==> src/rtl/seven_seg_scan.sv <==
// Time-multiplexed 7-segment driver: latches a packed hex value, walks the digit
// enables at SCAN_DIV clocks per slot with one dead cycle between digits.
module seven_seg_scan #(
    parameter int NUM_DIGITS = 4,
    parameter int SCAN_DIV   = 25000,
    parameter int ACTIVE_LOW = 1,
    parameter int BLANK_LZ   = 1
) (
    input  logic                    CLK,
    input  logic                    RST,
    input  logic [4*NUM_DIGITS-1:0] Value,
    input  logic                    Load,
    input  logic                    Blank,
    output logic [6:0]              Segment,
    output logic [NUM_DIGITS-1:0]   Digit_En,
    output logic                    Scan_Tick
);

    localparam int CNT_W = $clog2(SCAN_DIV);
    localparam int IDX_W = (NUM_DIGITS > 1) ? $clog2(NUM_DIGITS) : 1;
    localparam logic [CNT_W-1:0] CNT_LAST = CNT_W'(SCAN_DIV - 1);
    localparam logic [IDX_W-1:0] IDX_LAST = IDX_W'(NUM_DIGITS - 1);
    localparam logic [6:0] SEG_OFF = {7{ACTIVE_LOW != 0}};
    localparam logic [NUM_DIGITS-1:0] EN_OFF = {NUM_DIGITS{ACTIVE_LOW != 0}};

    typedef enum logic {ST_DEAD = 1'b0, ST_ON = 1'b1} state_t;

    state_t                  state, state_nxt;
    logic [CNT_W-1:0]        cnt;
    logic [IDX_W-1:0]        idx;
    logic [4*NUM_DIGITS-1:0] shadow;
    logic [NUM_DIGITS-1:0]   upper_zero;
    logic [NUM_DIGITS-1:0]   en_hi;
    logic                    zero_run;
    logic [3:0]              nib_p0;
    logic                    lz_p0;
    logic [6:0]              seg_p0, seg_p1;
    logic [NUM_DIGITS-1:0]   en_p0, en_p1;

    function automatic logic [6:0] hex_to_seg(input logic [3:0] n);
        case (n)
            4'h0: return 7'h7E;
            4'h1: return 7'h30;
            4'h2: return 7'h6D;
            4'h3: return 7'h79;
            4'h4: return 7'h33;
            4'h5: return 7'h5B;
            4'h6: return 7'h5F;
            4'h7: return 7'h70;
            4'h8: return 7'h7F;
            4'h9: return 7'h7B;
            4'hA: return 7'h77;
            4'hB: return 7'h1F;
            4'hC: return 7'h4E;
            4'hD: return 7'h3D;
            4'hE: return 7'h4F;
            default: return 7'h47;
        endcase
    endfunction

    function automatic logic [6:0] pol_seg(input logic [6:0] s);
        return (ACTIVE_LOW != 0) ? ~s : s;
    endfunction

    function automatic logic [NUM_DIGITS-1:0] pol_en(input logic [NUM_DIGITS-1:0] e);
        return (ACTIVE_LOW != 0) ? ~e : e;
    endfunction

    assign Scan_Tick = (cnt == CNT_LAST);

    always_ff @(posedge CLK) begin
        if (RST) begin
            cnt <= '0;
        end else if (Scan_Tick) begin
            cnt <= '0;
        end else begin
            cnt <= cnt + CNT_W'(1);
        end
    end

    // Index starts on the last digit so the first tick lands on digit 0.
    always_ff @(posedge CLK) begin
        if (RST) begin
            idx <= IDX_LAST;
        end else if (Scan_Tick) begin
            idx <= (idx == IDX_LAST) ? '0 : idx + IDX_W'(1);
        end
    end

    always_ff @(posedge CLK) begin
        if (RST) begin
            shadow <= '0;
        end else if (Load) begin
            shadow <= Value;
        end
    end

    always_ff @(posedge CLK) begin
        if (RST) begin
            state <= ST_DEAD;
        end else begin
            state <= state_nxt;
        end
    end

    // Every tick forces one dead cycle so the digit change is never visible.
    always_comb begin
        state_nxt = state;
        case (state)
            ST_DEAD: state_nxt = Scan_Tick ? ST_DEAD : ST_ON;
            ST_ON:   state_nxt = Scan_Tick ? ST_DEAD : ST_ON;
            default: state_nxt = ST_DEAD;
        endcase
    end

    // upper_zero[i]: nibbles NUM_DIGITS-1 down to i are all zero.
    always_comb begin
        zero_run   = 1'b1;
        upper_zero = '0;
        for (int i = NUM_DIGITS - 1; i >= 0; i--) begin
            zero_run      = zero_run & (shadow[4*i +: 4] == 4'h0);
            upper_zero[i] = zero_run;
        end
        nib_p0 = 4'h0;
        lz_p0  = 1'b0;
        en_hi  = '0;
        for (int i = 0; i < NUM_DIGITS; i++) begin
            if (idx == IDX_W'(i)) begin
                nib_p0   = shadow[4*i +: 4];
                lz_p0    = (BLANK_LZ != 0) && (i != 0) && upper_zero[i];
                en_hi[i] = 1'b1;
            end
        end
    end

    always_comb begin
        seg_p0 = SEG_OFF;
        en_p0  = EN_OFF;
        if (state_nxt == ST_ON && !Blank) begin
            en_p0  = pol_en(en_hi);
            seg_p0 = lz_p0 ? SEG_OFF : pol_seg(hex_to_seg(nib_p0));
        end
    end

    // p0 -> p1: registered pin drivers
    always_ff @(posedge CLK) begin
        if (RST) begin
            seg_p1 <= SEG_OFF;
            en_p1  <= EN_OFF;
        end else begin
            seg_p1 <= seg_p0;
            en_p1  <= en_p0;
        end
    end

    assign Segment  = seg_p1;
    assign Digit_En = en_p1;

endmodule

==> config.mk <==
export PLATFORM = sky130hd
export DESIGN_NAME = seven_seg_scan
export DESIGN_NICKNAME = d
export VERILOG_FILES = /design/src/rtl/seven_seg_scan.sv
export SDC_FILE = /design/constraint.sdc
export NUM_CORES = 1
export LEC_CHECK = 0
export CAP_MARGIN = 40
export CORE_ASPECT_RATIO = 1.2
export CORE_MARGIN = 2
export CORE_UTILIZATION = 47
export CTS_CLUSTER_DIAMETER = 120
export DETAILED_ROUTE_END_ITERATION = 10
export GPL_TIMING_DRIVEN = 0
export PLACE_DENSITY = 0.71
export SLEW_MARGIN = 20
export SYNTH_ARGS = -nofsm -noshare
export SYNTH_HDL_FRONTEND = slang
export SYNTH_SLANG_ARGS = --single-unit
==> constraint.sdc <==
create_clock -name CLK -period 3.3 [get_ports CLK]
set_clock_uncertainty 0.05 [all_clocks]
set_input_delay 0.99 -clock CLK [delete_from_list [all_inputs] [get_ports CLK]]
set_output_delay 0.99 -clock CLK [all_outputs]
set_load 0.005 [all_outputs]
==> results by group <==
Timing
  – Min cycle time layout: approximately 3.2 ns
  – Fmax: 0.310 GHz
  – Worst-margin pin slew: slightly below 0.7 ns
  – Setup TNS: 0 ns
  – Slew headroom: between 50% and 60%
  – RSZ-0062 raised after global routing: no
  – Final WS setup: 0.0779 ns
  – Final Cycle Share: 97.6%
  – Max Slew Vio Count: 0
  – Final setup viols: 0
  – Final Hold Vio Count: 0

Global routing
  – Vias in the first global route: 1,597
  – Largest net degree at the start of global routing: 13
  – Initial antenna violation count: 0
  – Total GRT Usage: roughly 17%
  – Total grt overflow: 0
  – First-pass GRT wire length: between 6000 and 7000 um

Pwr
  – Peak VDD IR: 0.231 mV
  – PD cells: 387 nW/um2
  – Seq pwr share: 57.0%
  – Internal: 760 uW
  – Switching Share: between 20% and 30%
  – Clk network pwr share: a little under a third
  – Switch Pwr: 231 uW
  – Static leakage: 0.00101 uW
  – Comb pwr share: 11.6%

Status
  – Status: complete, no violations

Synth
  – Post-synth top cells: 44 x dfxtp_1, 33 x nor2_1, 20 x mux2i_1
  – Warnings from Yosys: 0
  – Post-synthesis async set-or-reset flop share: 0%
  – Top_reg_cell synth: dfxtp_1
  – Share of the yosys chip area belonging to registers: between 40% and 50%
  – Post-synth EDFFs: 0
  – Synth unique cells: 42
  – Syn Std Cell Area: 2090 um2
  – FF+latch count, synth: 44
  – Post-synth top area share: 42.1%
  – Dominant cells by area after synthesis: dfxtp_1 42%, mux2i_1 9.6%, ha_1 7.2%
  – Cells after Synth: 220
  – Mean Syn Cell Area: 9.52 um2
  – Synthesized Nets: 252
  – Most frequent cell after synthesis: dfxtp_1
  – Leading area contributor after synthesis: dfxtp_1

Clock tree
  – H-tree depth: 2
  – # clock sinks: 44
  – Worst-Skew Late Latency: 0.29 ns
  – Longest Clk Path Bufs: 2
  – Clock slew at reported path FFs: about 0.08 ns
  – Clock Tree Root: clkbuf_8
  – Postcts setup bufs: 0
  – TritonCTS buffer count: 5
  – CTS tree: built

Die
  – Area of the core: 4260 um2
  – Die Y: 77.1 um
  – Starting Density: 49.1%
  – Row cnt: 26
  – Die Width: 64.9 um
  – Io pins: 32
  – Die area: 5010 um2

Route
  – DRC violations left: 0
  – Vias/cell: 5.21
  – Pre-antenna DRT Iters: 4
  – Drt total wl: 4030 um
  – Post-DR wirelength/cell: between 10 and 15 um
  – Post-DRT Antenna Nets: 0
  – Vias after detailed routing: 1,625
  – DRT iter0 DRCs: 72

Place
  – Final GP Congestion: around 0.84
  – Pre-CTS setup slack: 0.235 ns
  – IO buf count: 29
  – Post-DP HPWL: a little over 3000 um

Layout
  – # fillers: about 380
  – Ant. Diodes: 0
  – Layout net count: 288
  – Layout cell share with drive strength beyond 1: about a tenth
  – Layout overhead on the synthesized area: 22.2%

Setup path
  – Max incr delay on CP: 0.56 ns
  – CP Capture Type: output pin
  – Critical path fanouts, max: 5
  – CP Class: reg2out
  – CP max stage cell: or4_4
  – CP Data Required Time: ~2.3 ns
  – Critical-path cell list: or3_4 > or4_4 > inv_2 > clkdlybuf4s50_1
  – CP Launch Type: flip-flop
  – Critical path arrival: around 2.2 ns

Worst hold path
  – Worst hold path class: reg2reg

Job
  – Max_cap viols: 0
==> final timing paths <==
check	startpoint	to	slack [ns]	cells past startpoint
hold reg to reg	cnt[0]	cnt[0]	0.44	1
setup reg to reg	idx[1]	Segment[3]	0.59	10
hold / removal	cnt[0]	cnt[0]	0.44	1
setup / recovery	cnt[6]	Scan_Tick	0.08	4
==> area by class of cell <==
class                   instances  area [um2]  share of cell area [%]
flip-flops and latches         44         882                    34.5
well taps                      56        70.1                    2.74
inverters                      12        45.0                    1.76
clock buffers                   6        72.6                    2.84
clock inverters                 1        5.00                   0.196
repair buffers                 29         290                    11.3
multi-input cells             154        1140                    44.7
plain buffers                  10        48.8                    1.91
==> kinds of logic (layout without fill, tap and decap cells) <==
family / after synthesis / in the layout / synth area share (%)
AOI/OAI and AO/OA: 25 / 25 / 10.2
muxes: 23 / 23 / 11.2
buffers and inverters: 22 / 58 / 4.48
xor gates and xnor gates: 12 / 12 / 5.02
DFF: 44 / 44 / 42.1
and+or+nand+nor: 82 / 82 / 19.9
adders and majority gates: 12 / 12 / 7.17
==> cell usage in the layout, fill, tap and decap left out, drive strengths merged, types with 4 or more instances in the layout <==
cell type,n
a21oi,4
and3,5
buf,7
clkbuf,9
clkdlybuf4s50,29
dfxtp,44
ha,12
inv,12
mux2i,20
nand2,13
nand3,7
nor2,34
o21ai,4
xnor2,7
xor2,5
==> power groups by stage <==
stage / combinational (uW) / clock, uW / sequential [uW]
4_1_cts: 115 / 319 / 564
3_5_place_dp: 114 / 0 / 577
3_3_place_gp: 112 / 0 / 576
2_1_floorplan: 67.5 / 0 / 573
6_report: 115 / 311 / 565
5_1_grt: 127 / 338 / 568
==> state kept, by name (all words and copies together), names as in the netlist <==
register,flops
cnt,15
shadow,16
Digit_En,4
idx,2
Segment,7
==> layer usage <==
layer | vias up | part of all wire [%] | track usage (%)
met1 | 758 | 42 | 19.2
li1 | 830 | - | -
met5 | - | 0 | 0
met4 | 0 | 1.0 | 5.74
met3 | 7 | 3.4 | 3.08
met2 | 30 | 54 | 32.8
==> critical path: cells and delay by family (launching register included) <==
kind | cells | cell delay (ns)
buffers and inverters | 2 | 0.58
DFF | 1 | 0.35
and+or+nand+nor | 2 | 0.97
==> stage by stage <==
stage	std cells	cell area, um2	total power [uW]	util, %	hold WS [ns]
global route	312	2560	1030	60.0	0.493
global placement	305	2450	688	57.6	0.373
floorplan	220	2090	641	-	0.363
detailed placement	305	2450	691	57.6	0.384
finish	312	2560	991	60.0	0.438
CTS	312	2540	999	59.7	0.400
==> what timing repair did <==
action,in CTS,in global routing
hold buffers,0,0
cloned,0,0
resized for setup,2,4
endpoints found under the setup margin,1,1
hold endpoints to repair,0,0
Note: power is estimated with default switching activity, not from simulation.
